==> src/rtl/acc_ctrl_pkg.sv <==
// Shared encodings for the aluNacc control sequencer: opcodes, AH/AL
// select codes, FSM state encoding and the decoded control word.
// Optional feature macro: DIV_ZERO_CHK_EN (adds the ctrl_t.div_err field).
package acc_ctrl_pkg;

  localparam logic [2:0] OP_NOP = 3'b000;
  localparam logic [2:0] OP_ADD = 3'b001;
  localparam logic [2:0] OP_SUB = 3'b010;
  localparam logic [2:0] OP_AND = 3'b011;
  localparam logic [2:0] OP_MUL = 3'b100;
  localparam logic [2:0] OP_DIV = 3'b101;
  localparam logic [2:0] OP_CLR = 3'b110;

  localparam logic [1:0] SEL_HOLD = 2'b00;
  localparam logic [1:0] SEL_SHR  = 2'b01;
  localparam logic [1:0] SEL_SHL  = 2'b10;
  localparam logic [1:0] SEL_LOAD = 2'b11;

  typedef enum logic [3:0] {
    ST_IDLE, ST_ADD, ST_SUB, ST_AND, ST_CLR,
    ST_LDH, ST_XFR, ST_CLH, ST_SHL, ST_DSUB, ST_FIN,
    ST_MADD, ST_SHR, ST_DONE, ST_DERR
  } state_t;

  typedef struct packed {
    logic       busy;
    logic       done;
    logic [1:0] hs;
    logic [1:0] ls;
    logic       ah_inen;
    logic       ah_reset;
    logic       s_add;
    logic       s_sub;
    logic       s_and;
    logic       s_mul;
    logic       s_div;
    logic       clr;
    logic       acc_oen;
`ifdef DIV_ZERO_CHK_EN
    logic       div_err;
`endif
  } ctrl_t;

endpackage

==> src/rtl/acc_seq_ctrl_if.sv <==
// Decoder <-> sequencer <-> aluNacc control bundle.
// master: the sequencer side; slave: the decoder/accumulator side.
// Optional feature macro: DIV_ZERO_CHK_EN (adds breg_zero / div_err).
interface acc_seq_ctrl_if;
  logic       start;
  logic [2:0] op;
  logic       busy;
  logic       done;
  logic [1:0] hs;
  logic [1:0] ls;
  logic       ah_inen;
  logic       ah_reset;
  logic       s_add;
  logic       s_sub;
  logic       s_and;
  logic       s_mul;
  logic       s_div;
  logic       clr;
  logic       acc_oen;
`ifdef DIV_ZERO_CHK_EN
  logic       breg_zero;
  logic       div_err;

  modport master (
    input  start, op, breg_zero,
    output busy, done, hs, ls, ah_inen, ah_reset,
           s_add, s_sub, s_and, s_mul, s_div, clr, acc_oen, div_err
  );
  modport slave (
    output start, op, breg_zero,
    input  busy, done, hs, ls, ah_inen, ah_reset,
           s_add, s_sub, s_and, s_mul, s_div, clr, acc_oen, div_err
  );
`else
  modport master (
    input  start, op,
    output busy, done, hs, ls, ah_inen, ah_reset,
           s_add, s_sub, s_and, s_mul, s_div, clr, acc_oen
  );
  modport slave (
    output start, op,
    input  busy, done, hs, ls, ah_inen, ah_reset,
           s_add, s_sub, s_and, s_mul, s_div, clr, acc_oen
  );
`endif
endinterface

==> src/rtl/acc_step_cnt.sv <==
// MUL/DIV iteration counter: counts 0..N-1, flags the final iteration.
module acc_step_cnt #(
  parameter int N = 4
) (
  input  logic clk,
  input  logic clr_n,
  input  logic clear,
  input  logic inc,
  output logic last
);
  localparam int CW = (N > 1) ? $clog2(N) : 1;

  logic [CW-1:0] cnt;

  // clear wins over increment; the FSM never increments past N-1
  always_ff @(posedge clk or negedge clr_n) begin
    if (!clr_n)     cnt <= '0;
    else if (clear) cnt <= '0;
    else if (inc)   cnt <= cnt + 1'b1;
  end

  assign last = (cnt == CW'(N - 1));
endmodule

==> src/rtl/acc_seq_ctrl.sv <==
// T-state control sequencer driving aluNacc from an opcode + start strobe.
// Outputs are a Moore decode of the state register, so async reset
// clears them immediately.
// Optional feature macro: DIV_ZERO_CHK_EN (DIV with breg_zero skips to an
// error DONE that raises div_err with done).
module acc_seq_ctrl
  import acc_ctrl_pkg::*;
#(
  parameter int N = 4
) (
  input  logic           clk,
  input  logic           clr_n,
  acc_seq_ctrl_if.master bus
);
  state_t     state, nxt;
  logic [2:0] op_q;
  logic       div_zero, last, cnt_clr, cnt_inc;
  ctrl_t      c;

`ifdef DIV_ZERO_CHK_EN
  assign div_zero = bus.breg_zero;
`else
  assign div_zero = 1'b0;
`endif

  // state register; opcode latched only when a start is accepted in IDLE
  always_ff @(posedge clk or negedge clr_n) begin
    if (!clr_n) begin
      state <= ST_IDLE;
      op_q  <= OP_NOP;
    end else begin
      state <= nxt;
      if (state == ST_IDLE && bus.start) op_q <= bus.op;
    end
  end

  // next-state: start honoured only in IDLE, loops exit on the last iteration
  always_comb begin
    nxt = state;
    case (state)
      ST_IDLE: if (bus.start) begin
        case (bus.op)
          OP_ADD:  nxt = ST_ADD;
          OP_SUB:  nxt = ST_SUB;
          OP_AND:  nxt = ST_AND;
          OP_CLR:  nxt = ST_CLR;
          OP_MUL:  nxt = ST_LDH;
          OP_DIV:  nxt = div_zero ? ST_DERR : ST_LDH;
          default: nxt = ST_DONE;
        endcase
      end
      ST_ADD, ST_SUB, ST_AND, ST_CLR: nxt = ST_DONE;
      ST_LDH:  nxt = ST_XFR;
      ST_XFR:  nxt = ST_CLH;
      ST_CLH:  nxt = (op_q == OP_MUL) ? ST_MADD : ST_SHL;
      ST_SHL:  nxt = ST_DSUB;
      ST_DSUB: nxt = last ? ST_FIN : ST_SHL;
      ST_FIN:  nxt = ST_DONE;
      ST_MADD: nxt = ST_SHR;
      ST_SHR:  nxt = last ? ST_DONE : ST_MADD;
      default: nxt = ST_IDLE;
    endcase
  end

  assign cnt_clr = (nxt == ST_CLH);
  assign cnt_inc = (state == ST_DSUB || state == ST_SHR) && !last;

  acc_step_cnt #(.N(N)) u_cnt (
    .clk   (clk),
    .clr_n (clr_n),
    .clear (cnt_clr),
    .inc   (cnt_inc),
    .last  (last)
  );

  // output decode: one control word per state, all zero in IDLE
  always_comb begin
    c      = '0;
    c.busy = (state != ST_IDLE);
    case (state)
      ST_ADD:  begin c.hs = SEL_LOAD; c.s_add = 1'b1; end
      ST_SUB:  begin c.hs = SEL_LOAD; c.s_sub = 1'b1; end
      ST_AND:  begin c.hs = SEL_LOAD; c.s_and = 1'b1; end
      ST_CLR:  c.clr = 1'b1;
      ST_LDH:  begin c.ah_inen = 1'b1; c.hs = SEL_LOAD; end
      ST_XFR:  c.ls = SEL_LOAD;
      ST_CLH:  c.ah_reset = 1'b1;
      ST_SHL:  begin c.hs = SEL_SHL; c.ls = SEL_SHL; end
      ST_DSUB: begin c.hs = SEL_LOAD; c.s_div = 1'b1; end
      ST_FIN:  c.ls = SEL_SHL;
      ST_MADD: begin c.hs = SEL_LOAD; c.s_mul = 1'b1; end
      ST_SHR:  begin c.hs = SEL_SHR; c.ls = SEL_SHR; end
      ST_DONE: begin c.done = 1'b1; c.acc_oen = 1'b1; end
`ifdef DIV_ZERO_CHK_EN
      ST_DERR: begin c.done = 1'b1; c.div_err = 1'b1; end
`endif
      default: ;
    endcase
  end

  assign bus.busy     = c.busy;
  assign bus.done     = c.done;
  assign bus.hs       = c.hs;
  assign bus.ls       = c.ls;
  assign bus.ah_inen  = c.ah_inen;
  assign bus.ah_reset = c.ah_reset;
  assign bus.s_add    = c.s_add;
  assign bus.s_sub    = c.s_sub;
  assign bus.s_and    = c.s_and;
  assign bus.s_mul    = c.s_mul;
  assign bus.s_div    = c.s_div;
  assign bus.clr      = c.clr;
  assign bus.acc_oen  = c.acc_oen;
`ifdef DIV_ZERO_CHK_EN
  assign bus.div_err  = c.div_err;
`endif
endmodule

==> src/flat_wrapper.sv <==
// flat-port wrapper written by rule: the top's interface ports become plain ports
module acc_seq_ctrl_flat import acc_ctrl_pkg::*;
#(
  parameter int N = 4
)
  (clk, clr_n, bus_start, bus_op, bus_busy, bus_done, bus_hs, bus_ls, bus_ah_inen, bus_ah_reset, bus_s_add, bus_s_sub, bus_s_and, bus_s_mul, bus_s_div, bus_clr, bus_acc_oen);
  acc_seq_ctrl_if bus_i ();
  input  logic clk;
  input  logic clr_n;
  input wire logic [$bits(bus_i.start)-1:0] bus_start;
  input wire logic [$bits(bus_i.op)-1:0] bus_op;
  output wire logic [$bits(bus_i.busy)-1:0] bus_busy;
  output wire logic [$bits(bus_i.done)-1:0] bus_done;
  output wire logic [$bits(bus_i.hs)-1:0] bus_hs;
  output wire logic [$bits(bus_i.ls)-1:0] bus_ls;
  output wire logic [$bits(bus_i.ah_inen)-1:0] bus_ah_inen;
  output wire logic [$bits(bus_i.ah_reset)-1:0] bus_ah_reset;
  output wire logic [$bits(bus_i.s_add)-1:0] bus_s_add;
  output wire logic [$bits(bus_i.s_sub)-1:0] bus_s_sub;
  output wire logic [$bits(bus_i.s_and)-1:0] bus_s_and;
  output wire logic [$bits(bus_i.s_mul)-1:0] bus_s_mul;
  output wire logic [$bits(bus_i.s_div)-1:0] bus_s_div;
  output wire logic [$bits(bus_i.clr)-1:0] bus_clr;
  output wire logic [$bits(bus_i.acc_oen)-1:0] bus_acc_oen;
  assign bus_i.start = bus_start;
  assign bus_i.op = bus_op;
  assign bus_busy = bus_i.busy;
  assign bus_done = bus_i.done;
  assign bus_hs = bus_i.hs;
  assign bus_ls = bus_i.ls;
  assign bus_ah_inen = bus_i.ah_inen;
  assign bus_ah_reset = bus_i.ah_reset;
  assign bus_s_add = bus_i.s_add;
  assign bus_s_sub = bus_i.s_sub;
  assign bus_s_and = bus_i.s_and;
  assign bus_s_mul = bus_i.s_mul;
  assign bus_s_div = bus_i.s_div;
  assign bus_clr = bus_i.clr;
  assign bus_acc_oen = bus_i.acc_oen;
  acc_seq_ctrl #(.N(N)) u_core (.clk(clk), .clr_n(clr_n), .bus(bus_i));
endmodule
==> config.mk <==
export PLATFORM = sky130hd
export DESIGN_NAME = acc_seq_ctrl_flat
export DESIGN_NICKNAME = d
export VERILOG_FILES = /design/src/rtl/acc_ctrl_pkg.sv /design/src/rtl/acc_seq_ctrl_if.sv /design/src/rtl/acc_step_cnt.sv /design/src/rtl/acc_seq_ctrl.sv /design/src/flat_wrapper.sv
export SDC_FILE = /design/constraint.sdc
export NUM_CORES = 1
export LEC_CHECK = 0
export CORE_ASPECT_RATIO = 1.1
export CORE_MARGIN = 1
export CORE_UTILIZATION = 49
export DETAILED_ROUTE_END_ITERATION = 12
export GPL_TIMING_DRIVEN = 0
export HOLD_SLACK_MARGIN = 0.05
export MAX_ROUTING_LAYER = met4
export PLACE_DENSITY_LB_ADDON = 0.1
export SLEW_MARGIN = 25
export SYNTH_ARGS = -nofsm -noshare
export SYNTH_HDL_FRONTEND = slang
export SYNTH_SLANG_ARGS = --single-unit
==> constraint.sdc <==
create_clock -name clk -period 2.9 [get_ports clk]
set_input_delay 0.58 -clock clk [delete_from_list [all_inputs] [get_ports clk]]
set_output_delay 0.58 -clock clk [all_outputs]
set_load 0.05 [all_outputs]
==> results of run 1 <==
## final cells by class
class,count,area (µm²),area share
Buffer,8,43.8,0.0453
Sequential cell,9,225,0.233
Tap cell,16,20.0,0.0207
Clock buffer,3,22.5,0.0233
Timing Repair Buffer,20,213,0.220
Clock inverter,1,5.00,0.00518
Inverter,3,11.3,0.0117
Multi-Input combinational cell,64,425,0.440
## synthesized netlist by cell type, drive strengths merged
cell type / n / area share
nor4bb: 1 / 0.014
nor4: 1 / 0.030
a22oi: 1 / 0.011
ha: 1 / 0.018
nand4b: 1 / 0.012
nor3b: 2 / 0.021
nor2b: 1 / 0.0089
o31ai: 1 / 0.011
mux2i: 1 / 0.014
nand2: 7 / 0.037
buf: 6 / 0.051
a311oi: 1 / 0.012
o221a: 1 / 0.016
o21bai: 1 / 0.011
a21oi: 5 / 0.035
a221oi: 1 / 0.012
or3: 1 / 0.0089
dfrtp: 9 / 0.32
mux2: 3 / 0.048
nor3: 4 / 0.028
nor2: 10 / 0.053
a41oi: 1 / 0.012
o311ai: 1 / 0.012
clkbuf: 2 / 0.011
inv: 3 / 0.016
o21ai: 5 / 0.035
o21a: 2 / 0.021
nand2b: 3 / 0.027
a2bb2oi: 1 / 0.012
or2b: 1 / 0.011
and2b: 1 / 0.011
and3: 1 / 0.0089
xnor2: 2 / 0.025
or3b: 2 / 0.025
## cell families (layout without fill, tap and decap cells)
group,count (synthesis),count (layout)
DFF,9,9
buffers and inverters,11,35
xor gates and xnor gates,2,2
adders and majority gates,1,1
muxes,4,4
AOI/OAI and AO/OA,21,21
and+or+nand+nor,36,36
## flip-flops by register name, summed over array words and instances, names as in the netlist
signal	flops
u_core.op_q	3
u_core.state	4
u_core.u_cnt.cnt	2
## per-layer routing
metal,global-route usage,part of all wire
met5,-,0
met4,0.100,0.012
met3,0.0321,0.031
met2,0.356,0.51
met1,0.299,0.44
## power by group through the flow
stage / Sequential (mW) / Combinational [mW] / Clock, mW
floorplan: 0.213 / 0.699 / 0
global placement: 0.219 / 0.920 / 0
detailed placement: 0.222 / 0.932 / 0
CTS: 0.220 / 0.926 / 0.102
global route: 0.227 / 0.988 / 0.111
finish: 0.220 / 0.922 / 0.0978
## critical path, delay by kind of cell, from the launching register on
family,cells,cell delay [ns]
xor+xnor,1,0.13
buf+inv,3,1.30
flops,1,0.35
simple gates,1,0.09
## worst max-delay path by stage
stage	depth (start not counted)	endpoint	slack (ns)	from
2_1_floorplan	4	bus_s_and	0.34	u_core.state[0]
5_1_grt	5	bus_ls[0]	0.03	u_core.state[3]
4_1_cts	5	bus_acc_oen	0.02	u_core.state[0]
6_report	5	bus_ls[0]	0.18	u_core.state[3]
3_3_place_gp	6	bus_done	0.25	u_core.state[0]
3_5_place_dp	6	bus_done	0.23	u_core.state[0]
## per-stage QoR
stage / power [mW] / std cells / hold WS [ns] / utilization
global route: 1.33 / 124 / 0.540 / 0.716
finish: 1.24 / 124 / 0.508 / 0.716
floorplan: 0.912 / 84 / 0.284 / -
global placement: 1.14 / 120 / 0.485 / 0.686
CTS: 1.25 / 124 / 0.511 / 0.703
detailed placement: 1.15 / 120 / 0.496 / 0.686
## what timing repair did
item,in CTS,in global routing
resized for setup,4,7
hold endpoints to repair,0,0
hold buffers,0,0
endpoints found under the setup margin,4,7
==> results_tabular.tex, run 1 <==
\begin{tabular}{lr}
\hline
Metric & Value \\
\hline
\multicolumn{2}{l}{\textbf{Power}} \\
Clk network pwr share & 0.079 \\
Sequential fraction of design power & 0.177 \\
Net switching share of the total power & 0.539 \\
Power per standard cell area & 1280 nW/µm² \\
Internal Pwr Total & 0.572 mW \\
LEAKAGE & 0.502 nW \\
Comb pwr share & 0.744 \\
Peak VDD IR & 691 µV \\
Net switching power & 0.668 mW \\
\multicolumn{2}{l}{\textbf{Clock network}} \\
H-Tree Depth & 1 \\
Source-to-sink clock delay at the later pin of the worst-skew pair & 0.27 ns \\
Clock Path Buffers & 2 \\
Master cell of the clock root buffer & sky130\_fd\_sc\_hd\_\_clkbuf\_4 \\
Clock-pin slew reported for the worst setup and hold paths after clock tree synthesis & 0.06 ns \\
TritonCTS clock tree & yes \\
Clock sinks & 9 \\
TritonCTS buffer count & 3 \\
Post-CTS setup buffer count & 0 \\
\multicolumn{2}{l}{\textbf{Status}} \\
Run status & completed \\
\multicolumn{2}{l}{\textbf{Worst setup path}} \\
Critical path's largest stage delay & 0.80 ns \\
Arrival @ worst endpoint & 2.14 ns \\
Slowest cell on the critical path & sky130\_fd\_sc\_hd\_\_clkdlybuf4s50\_1 \\
Crit path max fanout & 10 \\
Element type at the critical path end & primary output \\
RR Endpoint & u\_core.u\_cnt.cnt[1] \\
Reg-to-reg startpoint & u\_core.u\_cnt.cnt[0] \\
CP cell instances & buf\_6 -> clkbuf\_1 -> xnor2\_1 -> nor2\_1 -> clkdlybuf4s50\_1 \\
CP startpoint kind & register \\
Setup CP Type & reg2out \\
Reg2reg path depth & 4 \\
Worst endpoint required time & 2.32 ns \\
R2R setup slack & 1.27 ns \\
\multicolumn{2}{l}{\textbf{Routing}} \\
DRT Pass-1 Iters & 4 \\
Final antenna-violating net count & 0 \\
Total number of vias & 689 \\
Wirelength, routed & 1560 µm \\
Average detailed-routed wire length per instance & 12.6 µm \\
DRC marker count from the first detailed-route iteration & 19 \\
Via count normalized by instance count & 5.56 \\
Count of unresolved DRC violations after routing & 0 \\
\multicolumn{2}{l}{\textbf{Die}} \\
Overall die height & 41.8 µm \\
Number of top-level design ports & 21 \\
FP Rows & 14 \\
Starting utilization of the core area & 0.523 \\
Total Die Area & 1600 µm² \\
Width of the die & 38.2 µm \\
Core area & 1350 µm² \\
\multicolumn{2}{l}{\textbf{Logic synthesis}} \\
Post-synthesis mux area share & 0.0621 \\
Share of the synthesized netlist area taken by xor and xnor gates & 0.0248 \\
Flip-flop and latch count after synthesis & 9 \\
Fraction of the yosys area taken by sequential cells & 0.319 \\
Area share of and/or/nand/nor cells after synthesis & 0.296 \\
Compound-Gate Fraction of Synth Area & 0.202 \\
Area of the mapped netlist & 706 µm² \\
Number of distinct library cells after synthesis & 37 \\
Adder-cell share of the synthesized area & 0.0177 \\
Warnings, synthesis & 0 \\
Largest family of logic cells by synthesized area & simple AND/OR/NAND/NOR gates \\
Synthesized area divided by synthesized cell count & 8.40 µm² \\
Post-synthesis net count & 91 \\
Count of mapped cells out of synthesis & 84 \\
\multicolumn{2}{l}{\textbf{Placed design}} \\
DP HPWL & 1190 µm \\
Gp weighted congestion & 0.848 \\
Placement Cell Area & 926 µm² \\
Worst slack at placement & 0.225 ns \\
Port-buffer cells & 20 \\
\multicolumn{2}{l}{\textbf{STA}} \\
Tightest Pin Transition & 0.577 ns \\
Final period utilization & 0.936 \\
Final sum of negative setup slack & 0 ns \\
Final setup violation count & 0 \\
Worst slew slack as a fraction of its limit & 0.610 \\
Clk\_skew & 0.00544 ns \\
Minimum clock period after layout & 2.72 ns \\
RSZ-0062 raised after global routing & false \\
FMAX & 0.368 GHz \\
Worst setup slack after layout & 0.185 ns \\
Hold violation count in the final report & 0 \\
Max-slew violations & 0 \\
\multicolumn{2}{l}{\textbf{Global routing}} \\
Pin count of the biggest net entering global routing & 11 \\
Global-route wire length before repair & 2620 µm \\
Final global-route overflow total & 0 \\
Vias in the first global route & 630 \\
Gr usage total & 0.232 \\
Antenna violations before repair & 0 \\
\multicolumn{2}{l}{\textbf{Finish}} \\
Commonest non-fill, non-tap cell in the layout & sky130\_fd\_sc\_hd\_\_nor2\_1 \\
Area growth from synthesis to layout & 36.9\% \\
Inserted Diodes & 0 \\
Final Net Count & 116 \\
Fraction of layout cells with a size suffix above 1 & 0.120 \\
Leading cell types in the layout, fill and taps excluded & sky130\_fd\_sc\_hd\_\_nor2\_1 (10), sky130\_fd\_sc\_hd\_\_clkdlybuf4s50\_1 (9), sky130\_fd\_sc\_hd\_\_dfrtp\_1 (9) \\
Final std cell area, no fill & 966 µm² \\
Fill cell count & 112 \\
\multicolumn{2}{l}{\textbf{Hold path}} \\
Min-delay worst type & reg2reg \\
Startpoint of the worst hold path & u\_core.op\_q[2] \\
Number of stages on the worst hold path & 1 \\
WHS Endpoint & u\_core.op\_q[2] \\
\multicolumn{2}{l}{\textbf{Job}} \\
Max-capacitance violation count & 0 \\
\hline
\end{tabular}
Note: power is estimated with default switching activity, not from simulation.
==> run 2, diff against run 1 <==
- CORE_MARGIN: 1 -> 10
- CORE_UTILIZATION: 49 -> 45
- clock period: 2.9 -> 2.5 ns (I/O delays scaled with it)
==> run 2 against run 1 <==
Combinational power is 14% higher; utilization is 5.2 points lower; via count stayed put; first-iteration DRC count is 16% lower; die area is 120% higher; design area is 2.5% lower; sequential share of layout area is 0.59 points higher; final cell count stayed put; sequential power is 16% higher; critical path type unchanged; critical endpoint unchanged.
==> results_tabular.tex, run 2 (synthesis gave the netlist of run 1 again) <==
\begin{tabular}{lr}
\hline
Metric & Value \\
\hline
\multicolumn{2}{l}{\textbf{Die}} \\
Core area & 1420 µm² \\
Number of top-level design ports & 21 \\
Overall die height & 61.5 µm \\
Total Die Area & 3550 µm² \\
FP Rows & 14 \\
Width of the die & 57.8 µm \\
Starting utilization of the core area & 0.497 \\
\multicolumn{2}{l}{\textbf{Routing}} \\
Count of unresolved DRC violations after routing & 0 \\
DRT Pass-1 Iters & 4 \\
Average detailed-routed wire length per instance & 14.8 µm \\
Wirelength, routed & 1840 µm \\
Total number of vias & 689 \\
DRC marker count from the first detailed-route iteration & 16 \\
Via count normalized by instance count & 5.56 \\
Final antenna-violating net count & 0 \\
\multicolumn{2}{l}{\textbf{STA}} \\
RSZ-0062 raised after global routing & false \\
Worst slew slack as a fraction of its limit & 0.603 \\
Final sum of negative setup slack & 0 ns \\
FMAX & 0.425 GHz \\
Minimum clock period after layout & 2.36 ns \\
Final period utilization & 0.942 \\
Max-slew violations & 0 \\
Clk\_skew & 0.00384 ns \\
Tightest Pin Transition & 0.588 ns \\
Hold violation count in the final report & 0 \\
Final setup violation count & 0 \\
\multicolumn{2}{l}{\textbf{Placed design}} \\
DP HPWL & 1400 µm \\
Placement Cell Area & 926 µm² \\
Port-buffer cells & 20 \\
Gp weighted congestion & 0.857 \\
Cell count after placement & 120 \\
\multicolumn{2}{l}{\textbf{Global routing}} \\
Global-route wire length before repair & 2880 µm \\
Vias in the first global route & 658 \\
Final global-route overflow total & 0 \\
Pin count of the biggest net entering global routing & 11 \\
Gr usage total & 0.102 \\
Antenna violations before repair & 0 \\
\multicolumn{2}{l}{\textbf{Clock network}} \\
Clock-pin slew reported for the worst setup and hold paths after clock tree synthesis & 0.06 ns \\
Master cell of the clock root buffer & sky130\_fd\_sc\_hd\_\_clkbuf\_4 \\
Source-to-sink clock delay at the later pin of the worst-skew pair & 0.26 ns \\
Clock sinks & 9 \\
Clock Path Buffers & 2 \\
Total of hold buffers inserted after clock tree synthesis & 0 \\
TritonCTS clock tree & yes \\
Post-CTS setup buffer count & 0 \\
H-Tree Depth & 1 \\
TritonCTS buffer count & 3 \\
\multicolumn{2}{l}{\textbf{Job}} \\
Max-capacitance violation count & 0 \\
\multicolumn{2}{l}{\textbf{Hold path}} \\
Startpoint of the worst hold path & u\_core.op\_q[2] \\
Min-delay worst type & reg2reg \\
\multicolumn{2}{l}{\textbf{Power}} \\
LEAKAGE & 0.406 nW \\
Total power & 1.42 mW \\
Power per standard cell area & 1500 nW/µm² \\
Peak VDD IR & 824 µV \\
\multicolumn{2}{l}{\textbf{Finish}} \\
Area growth from synthesis to layout & 33.5\% \\
Inserted Diodes & 0 \\
Final std cell area, no fill & 942 µm² \\
Final Net Count & 116 \\
Fraction of layout cells with a size suffix above 1 & 0.222 \\
Max reg flops & 4 \\
Leading cell types in the layout, fill and taps excluded & sky130\_fd\_sc\_hd\_\_nor2\_1 (10), sky130\_fd\_sc\_hd\_\_dfrtp\_1 (9), sky130\_fd\_sc\_hd\_\_nand2\_1 (7) \\
Register ranked first by flip-flop count & u\_core.state \\
Commonest non-fill, non-tap cell in the layout & sky130\_fd\_sc\_hd\_\_nor2\_1 \\
Post-route non-filler standard cell count & 124 \\
Top Registers & u\_core.state: 4 flops, u\_core.op\_q: 3 flops, u\_core.u\_cnt.cnt: 2 flops \\
Core occupancy in the finished layout & 0.664 \\
\multicolumn{2}{l}{\textbf{Worst setup path}} \\
Element type at the critical path end & primary output \\
Timing startpoint of the critical path & u\_core.state[3] \\
Arrival @ worst endpoint & 1.86 ns \\
Worst endpoint required time & 2.00 ns \\
Critical Path End & bus\_ls[0] \\
CP startpoint kind & register \\
RR Endpoint & u\_core.u\_cnt.cnt[1] \\
R2R setup slack & 0.87 ns \\
Setup CP Type & reg2out \\
Reg-to-reg startpoint & u\_core.u\_cnt.cnt[0] \\
Reg2reg path depth & 4 \\
Crit path max fanout & 10 \\
\multicolumn{2}{l}{\textbf{Status}} \\
Run status & completed \\
\hline
\end{tabular}
-- run 2: cell count changes in the layout (fill, tap and decap cells not counted), moves of 2 or more --
cell and change:
sky130_fd_sc_hd__dlymetal6s2s_1 -6, sky130_fd_sc_hd__buf_1 -2, sky130_fd_sc_hd__clkdlybuf4s15_2 +5, sky130_fd_sc_hd__clkbuf_2 +6, sky130_fd_sc_hd__clkdlybuf4s50_1 -4
-- run 2: layer usage --
metal | global-route usage | vias up | share of wire
li1 | - | 348 | -
met4 | 0.0302 | 0 | 0.0065
met1 | 0.117 | 317 | 0.46
met2 | 0.167 | 22 | 0.48
met3 | 0.0329 | 2 | 0.051
met5 | - | - | 0
-- run 2: per-stage QoR --
stage                     hold WS [ns]  worst slack (ns)
after floorplan                  0.204            0.0165
after global placement           0.483           -0.0889
after detailed placement         0.493           -0.0951
after CTS                        0.507           0.00967
after global routing             0.528           0.00671
final                            0.506             0.145
-- run 2: layout make-up --
type / count / area, µm²
Tap cell: 16 / 20.0
Clock buffer: 4 / 26.3
Buffer: 8 / 47.5
Multi-Input combinational cell: 64 / 425
Inverter: 3 / 11.3
Sequential cell: 9 / 225
Fill cell: 131 / 477
Timing Repair Buffer: 20 / 186
-- run 2: power by group --
part           internal (mW)  switching, mW
combinational          0.354          0.695
sequential             0.217         0.0388
clock                 0.0614         0.0496
-- run 2: timing repair --
action | 4_1_cts | 5_1_grt
gates cloned | 0 | 0
resized for setup | 29 | 11
setup endpoints to repair | 14 | 12
endpoints found under the hold margin | 0 | 0
-- run 2: worst min-delay path by stage --
stage | end | cells after the start
finish | u_core.op_q[2] | 1
global placement | u_core.op_q[2] | 1
detailed placement | u_core.op_q[2] | 1
CTS | u_core.op_q[2] | 1
global route | u_core.op_q[2] | 1
floorplan | u_core.op_q[0] | 0
-- run 2: worst max-delay path: stages (launching register included) --
cell                              delay [ns]
sky130_fd_sc_hd__dfrtp_1                0.34
sky130_fd_sc_hd__buf_6                  0.14
sky130_fd_sc_hd__clkbuf_1               0.38
sky130_fd_sc_hd__xnor2_1                0.13
sky130_fd_sc_hd__nor2_1                 0.10
sky130_fd_sc_hd__clkdlybuf4s15_1        0.51
==> run 3, diff against run 2 <==
- GPL_ROUTABILITY_DRIVEN: unset -> 0
- SETUP_SLACK_MARGIN: unset -> 0.3
- clock period: 2.5 -> 2.3 ns (I/O delays scaled with it)
==> run 3 against run 2 <==
Die area unchanged; final cell count unchanged; worst setup slack improved by 0.23 ns; non-clock buffer count unchanged; utilization increased by 3.7 points; register-to-register slack got worse by 0.16 ns; sequential share of layout area decreased by 1.1 points; flip-flop and latch count unchanged; first-iteration DRC count decreased by 6.3%; global-route usage increased by 0.23 points; via count decreased by 1.0%; routed wire length decreased by 1.6%.
==> results_tabular.tex, run 3 (synthesis gave the netlist of run 1 again) <==
\begin{tabular}{lr}
\hline
Metric & Value \\
\hline
\multicolumn{2}{l}{\textbf{Status}} \\
Run status & completed \\
\multicolumn{2}{l}{\textbf{Finish}} \\
Area of the multi-input gates & 488 µm² \\
Max reg flops & 4 \\
Leading cell types in the layout, fill and taps excluded & sky130\_fd\_sc\_hd\_\_buf\_4 (11), sky130\_fd\_sc\_hd\_\_dfrtp\_1 (8), sky130\_fd\_sc\_hd\_\_buf\_2 (6), sky130\_fd\_sc\_hd\_\_nor2\_1 (6), sky130\_fd\_sc\_hd\_\_nand2\_1 (6) \\
Fraction of layout cells with a size suffix above 1 & 0.407 \\
Inserted Diodes & 0 \\
Register ranked first by flip-flop count & u\_core.state \\
Top Registers & u\_core.state: 4 flops, u\_core.op\_q: 3 flops, u\_core.u\_cnt.cnt: 2 flops \\
Area growth from synthesis to layout & 41.0\% \\
Core occupancy in the finished layout & 0.701 \\
Fill cell count & 127 \\
Final Net Count & 116 \\
FF/Latch Area & 226 µm² \\
Commonest non-fill, non-tap cell in the layout & sky130\_fd\_sc\_hd\_\_buf\_4 \\
\multicolumn{2}{l}{\textbf{Die}} \\
Total Die Area & 3550 µm² \\
Overall die height & 61.5 µm \\
Core area & 1420 µm² \\
Width of the die & 57.8 µm \\
Number of top-level design ports & 21 \\
FP Rows & 14 \\
Starting utilization of the core area & 0.497 \\
\multicolumn{2}{l}{\textbf{STA}} \\
Max-slew violations & 0 \\
Final setup violation count & 0 \\
Worst setup slack after layout & 0.371 ns \\
Clk\_skew & 0.000482 ns \\
Tightest Pin Transition & 0.524 ns \\
Final period utilization & 0.839 \\
FMAX & 0.518 GHz \\
Worst hold slack & 0.491 ns \\
Minimum clock period after layout & 1.93 ns \\
RSZ-0062 raised after global routing & true \\
Worst slew slack as a fraction of its limit & 0.646 \\
Hold violation count in the final report & 0 \\
\multicolumn{2}{l}{\textbf{Clock network}} \\
Clock Path Buffers & 2 \\
Master cell of the clock root buffer & sky130\_fd\_sc\_hd\_\_clkbuf\_4 \\
Clock sinks & 9 \\
TritonCTS clock tree & yes \\
Post-CTS setup buffer count & 0 \\
TritonCTS buffer count & 3 \\
Source-to-sink clock delay at the later pin of the worst-skew pair & 0.24 ns \\
H-Tree Depth & 1 \\
Clock-pin slew reported for the worst setup and hold paths after clock tree synthesis & 0.05 ns \\
\multicolumn{2}{l}{\textbf{Global routing}} \\
Routing layer with the top usage in global route & met2 \\
Vias in the first global route & 683 \\
Met3 demand-to-capacity share in global routing & 0.0288 \\
Global-route wire length before repair & 2920 µm \\
Gr usage total & 0.104 \\
Pin count of the biggest net entering global routing & 11 \\
Antenna violations before repair & 0 \\
Met2 Resource Use GR & 0.169 \\
Final global-route overflow total & 0 \\
Met1 Resource Use GR & 0.108 \\
\multicolumn{2}{l}{\textbf{Worst setup path}} \\
Worst endpoint required time & 1.84 ns \\
Setup CP Type & reg2out \\
Element type at the critical path end & primary output \\
Crit path max fanout & 10 \\
CP startpoint kind & register \\
Arrival @ worst endpoint & 1.47 ns \\
\multicolumn{2}{l}{\textbf{Routing}} \\
Final antenna-violating net count & 0 \\
DRT Pass-1 Iters & 4 \\
Count of unresolved DRC violations after routing & 0 \\
Via count normalized by instance count & 5.50 \\
DRC marker count from the first detailed-route iteration & 15 \\
Total number of vias & 682 \\
Wirelength, routed & 1810 µm \\
Average detailed-routed wire length per instance & 14.6 µm \\
\multicolumn{2}{l}{\textbf{Placed design}} \\
Worst slack at placement & -0.309 ns \\
Port-buffer cells & 20 \\
DP HPWL & 1450 µm \\
\multicolumn{2}{l}{\textbf{Hold path}} \\
Min-delay worst type & in2async \\
\multicolumn{2}{l}{\textbf{Job}} \\
Max-capacitance violation count & 0 \\
\hline
\end{tabular}
[run 3: through the flow]
| stage | std cells | TNS, ns | cell area, µm² |
|---|---|---|---|
| after global routing | 124 | 0 | 995 |
| after detailed placement | 120 | -2.68 | 966 |
| after floorplan | 84 | 0 | 746 |
| after global placement | 120 | -1.89 | 966 |
| final | 124 | 0 | 995 |
| after CTS | 124 | 0 | 958 |
[run 3: layout make-up]
cell class              count  area share
clock buffers               4      0.0264
flip-flops and latches      9       0.228
multi-input cells          64       0.491
repair buffers             20       0.158
inverters                   3      0.0113
plain buffers               8      0.0654
well taps                  16      0.0201
[run 3: path summary, 6_finish.rpt]
path | start | slack, ns | end | cells after the start
max | u_core.state[0] | 0.37 | bus_hs[0] | 5
min | clr_n | 0.49 | u_core.state[2] | 1
max reg2reg | u_core.u_cnt.cnt[0] | 0.71 | u_core.u_cnt.cnt[1] | 4
min reg2reg | u_core.op_q[2] | 0.51 | u_core.op_q[2] | 1
max in group asynchronous | clr_n | 1.53 | u_core.state[1] | 1
min in group clk | u_core.op_q[2] | 0.51 | u_core.op_q[2] | 1
[run 3: layer usage]
metal | share of wire | wire, µm
met4 | 0.033 | 60
met3 | 0.10 | 182
met5 | 0 | 0
met1 | 0.39 | 713
met2 | 0.47 | 854
[run 3: critical path, stage by stage, from the launching register on]
cell and delay [ns]:
sky130_fd_sc_hd__dfrtp_1 0.38, sky130_fd_sc_hd__buf_4 0.18, sky130_fd_sc_hd__buf_4 0.19, sky130_fd_sc_hd__o31ai_4 0.22, sky130_fd_sc_hd__a21oi_2 0.04, sky130_fd_sc_hd__buf_2 0.22
[run 3: repair_timing]
| action | in CTS | in global routing |
|---|---|---|
| pin swaps | 0 | 1 |
| resized for setup | 92 | 13 |
| hold buffers | 0 | 0 |
| endpoints found under the setup margin | 15 | 13 |
Power of run 3 is not shown: default switching activity piles up to over one toggle a cycle in this logic, so the estimate is an artifact.
